<file path="config.mk">
export PLATFORM = sky130hd
export DESIGN_NAME = vram_access_scheduler
export DESIGN_NICKNAME = d
export VERILOG_FILES = /design/src/rtl/vram_sched_pkg.sv /design/src/rtl/vram_refresh_timer.sv /design/src/rtl/vram_access_scheduler.sv
export SDC_FILE = /design/constraint.sdc
export NUM_CORES = 1
export LEC_CHECK = 0
export ABC_CLOCK_PERIOD_IN_PS = 3150
export CAP_MARGIN = 20
export CORE_ASPECT_RATIO = 0.5
export CORE_MARGIN = 1
export CORE_UTILIZATION = 30
export DETAILED_ROUTE_END_ITERATION = 8
export GPL_TIMING_DRIVEN = 0
export SYNTH_ARGS = -nofsm -noshare
export SYNTH_HDL_FRONTEND = slang
export SYNTH_HIERARCHICAL = 1
export SYNTH_SLANG_ARGS = --single-unit
</file>
<file path="constraint.sdc">
create_clock -name clk -period 3.15 [get_ports clk]
set_input_delay 0.315 -clock clk [delete_from_list [all_inputs] [get_ports clk]]
set_output_delay 0.315 -clock clk [all_outputs]
set_load 0.01 [all_outputs]
</file>
<file path="src/rtl/vram_sched_pkg.sv">
// Shared types and default timing constants for the VRAM access scheduler.
package vram_sched_pkg;

    typedef enum logic [1:0] {ST_INIT, ST_READY, ST_SLOT} sched_state_t;
    typedef enum logic [1:0] {CLI_NONE, CLI_VID, CLI_CPU, CLI_REF} client_t;

    // Per-stage read tag: who asked, and which byte the CPU wants.
    typedef struct packed {
        logic vid;
        logic cpu;
        logic a0;
    } tag_t;

    localparam int SLOT_CYCLES_DEF      = 5;
    localparam int READ_LATENCY_DEF     = 6;
    localparam int REFRESH_INTERVAL_DEF = 405;
    localparam int CPU_MAX_DEFER_DEF    = 2;

endpackage

</file>
<file path="src/rtl/vram_refresh_timer.sv">
// Free-running refresh interval timer with a sticky pending flag and an
// overrun flag that latches if an interval expires before the previous
// refresh was serviced.
module vram_refresh_timer
    import vram_sched_pkg::*;
#(
    parameter int INTERVAL = REFRESH_INTERVAL_DEF
) (
    input  logic i_clk,
    input  logic i_rst,
    input  logic i_clear,
    output logic o_pending,
    output logic o_overrun
);

    localparam int TW = $clog2(INTERVAL);

    logic [TW-1:0] r_cnt;
    logic          r_pending;
    logic          r_overrun;
    logic          w_expire;

    assign w_expire  = (r_cnt == '0);
    assign o_pending = r_pending;
    assign o_overrun = r_overrun;

    // Count down, reload on expiry; expiry wins over a same-edge clear.
    always_ff @(posedge i_clk or posedge i_rst) begin
        if (i_rst) begin
            r_cnt     <= TW'(INTERVAL - 1);
            r_pending <= 1'b0;
            r_overrun <= 1'b0;
        end else begin
            if (w_expire) begin
                r_cnt <= TW'(INTERVAL - 1);
            end else begin
                r_cnt <= r_cnt - TW'(1);
            end
            if (w_expire) begin
                r_pending <= 1'b1;
            end else if (i_clear) begin
                r_pending <= 1'b0;
            end
            if (w_expire && r_pending && !i_clear) begin
                r_overrun <= 1'b1;
            end
        end
    end

endmodule

</file>
<file path="src/rtl/vram_access_scheduler.sv">
// Requesting side of the SDRAM controller: arbitrates refresh, CPU and video,
// paces commands to the fixed service slot and routes read data back by tag.
//
// Handshake: a client holds req until it sees its one-cycle ack; ack is
// registered on the issue edge, and req still high on the edge after ack is
// treated as a fresh request. valid pulses carry no back-pressure.
module vram_access_scheduler
    import vram_sched_pkg::*;
#(
    parameter int SLOT_CYCLES      = SLOT_CYCLES_DEF,
    parameter int READ_LATENCY     = READ_LATENCY_DEF,
    parameter int REFRESH_INTERVAL = REFRESH_INTERVAL_DEF,
    parameter int CPU_MAX_DEFER    = CPU_MAX_DEFER_DEF
) (
    input  logic         clk,
    input  logic         reset,
    input  logic         mem_enabled,
    input  logic         vid_req,
    input  logic [22:0]  vid_addr,
    output logic         vid_ack,
    output logic [15:0]  vid_data,
    output logic         vid_valid,
    input  logic         cpu_req,
    input  logic         cpu_wr,
    input  logic [22:0]  cpu_addr,
    input  logic [7:0]   cpu_din,
    output logic         cpu_ack,
    output logic [7:0]   cpu_dout,
    output logic         cpu_valid,
    output logic         mem_read,
    output logic         mem_write,
    output logic         mem_refresh,
    output logic [22:0]  mem_addr,
    output logic [7:0]   mem_din8,
    input  logic [15:0]  mem_dout16,
    output sched_state_t dbg_state,
    output logic         dbg_refresh_overrun
);

    localparam int SW = $clog2(SLOT_CYCLES + 1);
    localparam int DW = $clog2(CPU_MAX_DEFER + 1);

    sched_state_t  r_state;
    sched_state_t  w_state_nxt;
    client_t       w_grant;
    logic [SW-1:0] r_slot_cnt;
    logic [DW-1:0] r_defer_cnt;
    logic          w_ref_pending;
    logic          w_cpu_forced;
    tag_t          w_tag_in;
    tag_t          r_tag [READ_LATENCY];

    assign dbg_state    = r_state;
    assign w_cpu_forced = cpu_req && (r_defer_cnt == DW'(CPU_MAX_DEFER));

    vram_refresh_timer #(
        .INTERVAL (REFRESH_INTERVAL)
    ) u_refresh_timer (
        .i_clk     (clk),
        .i_rst     (reset),
        .i_clear   (w_grant == CLI_REF),
        .o_pending (w_ref_pending),
        .o_overrun (dbg_refresh_overrun)
    );

    // State register.
    always_ff @(posedge clk or posedge reset) begin
        if (reset) begin
            r_state <= ST_INIT;
        end else begin
            r_state <= w_state_nxt;
        end
    end

    // Arbitration and next-state; a grant only happens in READY.
    always_comb begin
        w_state_nxt = r_state;
        w_grant     = CLI_NONE;
        case (r_state)
            ST_INIT: begin
                if (mem_enabled) begin
                    w_state_nxt = ST_READY;
                end
            end
            ST_READY: begin
                if (w_ref_pending) begin
                    w_grant = CLI_REF;
                end else if (w_cpu_forced) begin
                    w_grant = CLI_CPU;
                end else if (vid_req) begin
                    w_grant = CLI_VID;
                end else if (cpu_req) begin
                    w_grant = CLI_CPU;
                end
                if (w_grant != CLI_NONE) begin
                    w_state_nxt = ST_SLOT;
                end
            end
            ST_SLOT: begin
                // Returning as the count reaches 0 lets the next issue land
                // exactly SLOT_CYCLES edges after the previous one.
                if (r_slot_cnt == SW'(1)) begin
                    w_state_nxt = ST_READY;
                end
            end
            default: w_state_nxt = ST_INIT;
        endcase
    end

    // Slot pacing counter.
    always_ff @(posedge clk or posedge reset) begin
        if (reset) begin
            r_slot_cnt <= '0;
        end else if (w_grant != CLI_NONE) begin
            r_slot_cnt <= SW'(SLOT_CYCLES - 1);
        end else if (r_state == ST_SLOT && r_slot_cnt != '0) begin
            r_slot_cnt <= r_slot_cnt - SW'(1);
        end
    end

    // CPU starvation guard: count video wins while the CPU waits.
    always_ff @(posedge clk or posedge reset) begin
        if (reset) begin
            r_defer_cnt <= '0;
        end else if (!cpu_req || w_grant == CLI_CPU) begin
            r_defer_cnt <= '0;
        end else if (w_grant == CLI_VID && r_defer_cnt != DW'(CPU_MAX_DEFER)) begin
            r_defer_cnt <= r_defer_cnt + DW'(1);
        end
    end

    // Issue-edge command pulses, acks and registered address/data.
    always_ff @(posedge clk or posedge reset) begin
        if (reset) begin
            mem_read    <= 1'b0;
            mem_write   <= 1'b0;
            mem_refresh <= 1'b0;
            vid_ack     <= 1'b0;
            cpu_ack     <= 1'b0;
            mem_addr    <= '0;
            mem_din8    <= '0;
        end else begin
            mem_read    <= (w_grant == CLI_VID) || (w_grant == CLI_CPU && !cpu_wr);
            mem_write   <= (w_grant == CLI_CPU) && cpu_wr;
            mem_refresh <= (w_grant == CLI_REF);
            vid_ack     <= (w_grant == CLI_VID);
            cpu_ack     <= (w_grant == CLI_CPU);
            if (w_grant == CLI_VID) begin
                mem_addr <= vid_addr & 23'h7FFFFE;
            end else if (w_grant == CLI_CPU) begin
                mem_addr <= cpu_addr;
                mem_din8 <= cpu_din;
            end
        end
    end

    assign w_tag_in.vid = (w_grant == CLI_VID);
    assign w_tag_in.cpu = (w_grant == CLI_CPU) && !cpu_wr;
    assign w_tag_in.a0  = (w_grant == CLI_CPU) && !cpu_wr && cpu_addr[0];

    // Tag pipeline: one stage per cycle of read latency, empty when idle.
    always_ff @(posedge clk or posedge reset) begin
        if (reset) begin
            for (int i = 0; i < READ_LATENCY; i++) begin
                r_tag[i] <= '0;
            end
        end else begin
            r_tag[0] <= w_tag_in;
            for (int i = 1; i < READ_LATENCY; i++) begin
                r_tag[i] <= r_tag[i-1];
            end
        end
    end

    // Capture returned data for whichever client owns the exiting tag.
    always_ff @(posedge clk or posedge reset) begin
        if (reset) begin
            vid_valid <= 1'b0;
            vid_data  <= '0;
            cpu_valid <= 1'b0;
            cpu_dout  <= '0;
        end else begin
            vid_valid <= r_tag[READ_LATENCY-1].vid;
            cpu_valid <= r_tag[READ_LATENCY-1].cpu;
            if (r_tag[READ_LATENCY-1].vid) begin
                vid_data <= mem_dout16;
            end
            if (r_tag[READ_LATENCY-1].cpu) begin
                cpu_dout <= r_tag[READ_LATENCY-1].a0 ? mem_dout16[15:8] : mem_dout16[7:0];
            end
        end
    end

endmodule

</file>
Yosys cells after proc, flatten, opt, wreduce, memory -nomap -nowiden
Cells that the tools add are included.
{"block": "classes", "n_bitwise": 1, "reduce_logical": 24, "eq_ne": 11, "muxes": 20, "n_addsub": 3}
{"cell": "$mux 23", "count": 2}
{"cell": "$mux 2", "count": 11}
{"cell": "$reduce_bool 2->1", "count": 6}
{"cell": "$logic_not 9->1", "count": 1}
{"cell": "$mux 9", "count": 1}
{"cell": "$sub 9x1->9 const B", "count": 1}
{"cell": "$eq 2x2->1 const B", "count": 4}
{"cell": "$logic_and 1x1->1", "count": 8}
{"cell": "$mux 8", "count": 1}
{"cell": "$ne 2x2->1 const B", "count": 4}
{"cell": "$mux 3", "count": 2}
{"cell": "$pmux 2 s3", "count": 1}
{"cell": "$eq 2x1->1 const B", "count": 2}
{"cell": "$eq 3x1->1 const B", "count": 1}
{"cell": "$logic_not 1->1", "count": 3}
{"cell": "$reduce_and 3->1", "count": 1}
{"cell": "$reduce_bool 3->1", "count": 1}
{"cell": "$sub 3x1->3 const B", "count": 1}
{"cell": "$add 2x1->2 const B", "count": 1}
{"cell": "$logic_not 2->1", "count": 1}
{"cell": "$logic_or 1x1->1", "count": 2}
{"cell": "$mux 1", "count": 2}
{"cell": "$reduce_and 2->1", "count": 1}
{"cell": "$not 1->1", "count": 1}
{"block": "totals", "register_bits": 97, "word_cells": 93, "out_inout_bits": 65, "input_bits": 76}

Logic depth before layout (Yosys ltp)
{"block": "depth", "word_depth": 10, "depth_mapped": 10, "depth_no_buf": 9}

Cells and area by module
Netlist, hierarchy kept.
{"mod": "vram_access_scheduler", "n_inst": 1, "cells_per_inst": 267, "area_each_um2": 3517.1, "seq_area_each_um2": 2152.1}
{"mod": "vram_refresh_timer", "n_inst": 1, "cells_per_inst": 44, "area_each_um2": 514.2, "seq_area_each_um2": 280.3}

Worst setup path before layout
No wires, ideal clock.
{"block": "synth_path", "kind": "flip-flop to flip-flop", "from": "register r_defer_cnt[0]", "to": "register mem_read", "path_slack_ns": 1.395, "t_required_ns": 3.026, "n_path_buf": 2, "path_stages_with_launch": 10, "t_arrival_ns": 1.631, "period_less_slack_ns": 1.755, "setup_time_ns": 0.124, "cell_sequence": "dfrtp_1 -> inv_1 -> ha_1 -> a21boi_0 -> o21ai_1 -> inv_2 -> ha_1 -> buf_6 -> buf_12 -> or2_1"}
{"element": "from (decl)", "line_no": "vram_access_scheduler.sv:47", "source": "logic [DW-1:0] r_defer_cnt;"}
{"element": "from (signal assigned)", "line_no": "vram_access_scheduler.sv:128", "source": "r_defer_cnt <= r_defer_cnt + DW'(1);"}
{"element": "to (signal assigned)", "line_no": "vram_access_scheduler.sv:143", "source": "mem_read <= (w_grant == CLI_VID) || (w_grant == CLI_CPU && !cpu_wr);"}
{"element": "to (decl)", "line_no": "vram_access_scheduler.sv:30", "source": "output logic mem_read,"}

Worst setup path in the final report
{"block": "layout_path", "from": "register r_defer_cnt[0]", "to": "register mem_addr[10]"}
{"block": "layout_via", "elab_chain_len": 8, "elab_cells_between_ends": 10, "classes_between": "3 x eq/ne; 5 x mux; 2 x reduce/logical"}
{"element": "$eq 2x2->1 (*)", "line_no": "vram_access_scheduler.sv:54", "source": "assign w_cpu_forced = cpu_req && (r_defer_cnt == DW'(CPU_MAX_DEFER));"}
{"element": "$logic_and 1x1->1 (*)", "line_no": "vram_access_scheduler.sv:54"}
{"element": "$mux 2 (*)", "line_no": "vram_access_scheduler.sv:88", "source": "end else if (w_cpu_forced) begin"}
{"element": "$mux 2 (*)", "line_no": "vram_access_scheduler.sv:86", "source": "if (w_ref_pending) begin"}
{"element": "$mux 2 (*) (2 in a row)", "line_no": "vram_access_scheduler.sv:79", "source": "case (r_state)"}
{"element": "$eq 2x1->1 or $eq 2x2->1 (tied branches)", "line_no": "vram_access_scheduler.sv:148, vram_access_scheduler.sv:150"}
{"element": "$mux 23 or $reduce_bool 2->1 (tied branches)"}
{"element": "to (signal assigned)", "line_no": "vram_access_scheduler.sv:149", "source": "mem_addr <= vid_addr & 23'h7FFFFE;"}
{"element": "to (signal assigned)", "line_no": "vram_access_scheduler.sv:151", "source": "mem_addr <= cpu_addr;"}
{"element": "to (decl)", "line_no": "vram_access_scheduler.sv:33", "source": "output logic [22:0] mem_addr,"}
Every way passes the cells marked *; elsewhere a longest branch is shown, timed or not. The select of a mux whose other input is x is not followed.
A chain may end at the register's enable or synchronous reset.

==> results.json <==
{
  "regToRegSetupSlack_ns": 1.10,
  "routed_wl_um": 8810,
  "ctsRootBufferMaster": "clkbuf_16",
  "synth_edf_count": 0,
  "arrival_ns": 2.30,
  "peakVddDrop_mv": 0.327,
  "area_growth_pct": 47.7,
  "seq_area_frac_synth_pct": 60.3,
  "critPathRequiredTime_ns": 3.40,
  "core_um2": 12900,
  "clock_power_share_pct": 19.8,
  "yosys_warnings": 6,
  "fin_ws_ns": 1.10,
  "dp.cells": 621,
  "slew_violations": 0,
  "syn-num-nets": 396,
  "cp_max_fo": 10,
  "r2r_start": "r_defer_cnt[0]",
  "fin_skew_ns": 0.00706,
  "placementRows": 29,
  "crit_chain": "inv_1, ha_1, inv_1, a21boi_1, o21ai_0, ha_1, buf_2, buf_2, nor2_1, a21oi_1",
  "path_clk_slew_ns": 0.07,
  "tightest_slew_ns": 0.559,
  "endpoint_kind": "flop",
  "slowest_delay_ns": 0.39,
  "async_reset_ff_share_pct": 100,
  "die_x_um": 166,
  "grt_pass1_vias": 2809,
  "run_status": "finished with violations",
  "slew_headroom_pct": 62.7,
  "synth_ff_type": "dfrtp_1",
  "drive_gt1_share_pct": 12.8,
  "power_switching_uw": 1670,
  "finalWeightedCongestion": 0.704,
  "io_buffers": 139,
  "reg2reg_depth": 10,
  "critPathLaunch": "r_defer_cnt[0]",
  "vias": 2788,
  "start_util_pct": 31.3,
  "crit_path_top_delay_cell": "dfrtp_1",
  "ant_nets": 0,
  "cts-resized-gates": 0,
  "most-common-layout-cells": "clkdlybuf4s50_1, dfrtp_1, nor2_1, mux2i_1, a21oi_1",
  "n_antenna_cell": 0,
  "cts_setup_buffers": 0,
  "p_leak_uw": 0.00251,
  "worstSetupPathType": "reg -> reg",
  "layout_commonest_cell": "clkdlybuf4s50_1",
  "fin_crit_ns": 2.05,
  "finalNonFillerCells": 637,
  "comb_power_share_pct": 42.9,
  "violations": "design-rule violations",
  "clock_sink_count": 97,
  "hp-start": "r_tag[9]",
  "pwr_density_cell_nw_per_um2": 880,
  "hold_class": "reg -> reg",
  "rr_endpoint": "mem_addr[10]",
  "detailed_place_hpwl_um": 6490,
  "gr-total-overflow": 0,
  "synth_cell_types": 46,
  "dpl-instance-area_um2": 5670,
  "cts_max_level": 3,
  "netlist_area_um2": 4030,
  "grt_max_degree": 47,
  "sw_frac_of_total_pct": 31.8,
  "crit_buf_inv": 4,
  "cts_tree": "yes",
  "max_freq_mhz": 488,
  "hold_depth": 0,
  "period_share_pct": 65.0,
  "post_synth.cell_area_avg_um2": 13.0,
  "clockBufferDepth": 2,
  "finalNetCount": 547,
  "grt_pass1_wl_um": 14600,
  "p_int_uw": 3580,
  "synth.ff_latch_count": 97,
  "crit_family": "buffers and inverters",
  "dp_worst_setup_slack_ns": 0.866,
  "drc": 8,
  "antenna_found_initial": 0,
  "clock_latency_ns": 0.33,
  "holdBufCountCts": 0,
  "first_pass_iters": 7,
  "dieArea_um2": 13900,
  "viasPerCell": 4.38,
  "io_pins": 141,
  "seqPwrFrac_pct": 37.3,
  "drt_iter0_markers": 184,
  "holdPathEnd": "r_tag[6]",
  "fin_area_um2": 5960,
  "numCtsBuffers": 9,
  "rsz0062_at_grt": "false",
  "drv_cap": 0,
  "grtUsageTotal_pct": 13.4,
  "die_height_um": 84.0,
  "wire_per_inst_um": 13.8,
  "startpoint_type": "flop",
  "synth_cells": 311,
  "setup_viol": 0,
  "power.total_uw": 5240,
  "hold_viol_final": 0
}
## cell usage after synthesis (2+ instances only)
cell type	n	area, um2
mux2_1	10	113
a21oi_1	31	155
or2b_1	2	15.0
o21ai_0	4	20.0
buf_6	3	33.8
nor3_1	3	15.0
mux2_4	10	150
nand2_1	5	18.8
nand2b_1	4	25.0
nand3b_1	2	15.0
ha_1	9	113
buf_2	8	40.0
buf_12	2	40.0
o21ai_1	2	10.0
and2_1	2	12.5
nor2_1	38	143
xor2_1	2	17.5
dfrtp_1	93	2330
nor2b_1	2	12.5
xnor2_1	3	26.3
mux2_2	4	45.0
mux2i_1	34	340
dfstp_2	4	105
inv_1	12	45.0
## layer usage
metal	wire, um	global-route usage, %	vias to the layer above
met4	89	4.84	0
met5	0	0	-
met3	263	3.37	9
li1	-	-	1362
met1	3990	16.5	1371
met2	4470	22.8	46
## stage by stage
step,utilization (%),setup TNS [ns],hold slack [ns]
after floorplan,-,0,0.165
final,46.2,0,0.347
after CTS,46.2,0,0.350
after global placement,43.7,-82.33,0.332
after detailed placement,44.0,0,0.335
after global routing,46.2,0,0.356
## worst max-delay path by stage
stage                         to  slack, ns  depth (start not counted)
finish              mem_addr[10]       1.10                         10
global route        mem_addr[12]       0.88                         10
CTS                 mem_addr[10]       1.06                         10
detailed placement  mem_addr[10]       0.87                          8
global placement     vid_data[3]      -0.96                          2
floorplan                cpu_ack       0.61                          1
## cell type report
type	count	area, um2
tap	170	213
inverter	13	51.3
timing repair buffer	140	1420
multi-input combinational	187	1430
buffer	14	121
fill	1157	6930
clock inverter	5	37.5
sequential	97	2430
clock buffer	11	253
## sequential cells by signal, summed over array words and instances, names as in the netlist
register	cells
vid_valid	1
cpu_ack	1
u_refresh_timer/o_pending	1
mem_read	1
dbg_state	2
mem_addr	23
mem_write	1
vid_data	16
u_refresh_timer/o_overrun	1
u_refresh_timer/r_cnt	9
r_defer_cnt	2
cpu_dout	8
r_tag	18
cpu_valid	1
mem_din8	8
mem_refresh	1
r_slot_cnt	3
## power groups by stage
stage          sequential (uW)  combinational, uW  clock, uW
2_1_floorplan             2130                986          0
3_3_place_gp              1960               2270          0
3_5_place_dp              1980               2290          0
4_1_cts                   1960               2290       1080
5_1_grt                   2020               2450       1140
6_report                  1950               2250       1040
## cells by family (layout without fill, tap and decap cells)
family / Yosys count / count (layout) / share of synthesized area [%]
compound gates: 48 / 48 / 6.95
xor+xnor: 5 / 5 / 1.09
fa+ha+maj: 9 / 9 / 2.79
buf+inv: 27 / 183 / 4.22
flops: 97 / 97 / 60.3
mux: 58 / 58 / 16.1
simple gates: 67 / 67 / 8.54
Power figures use the tool's default switching activity.
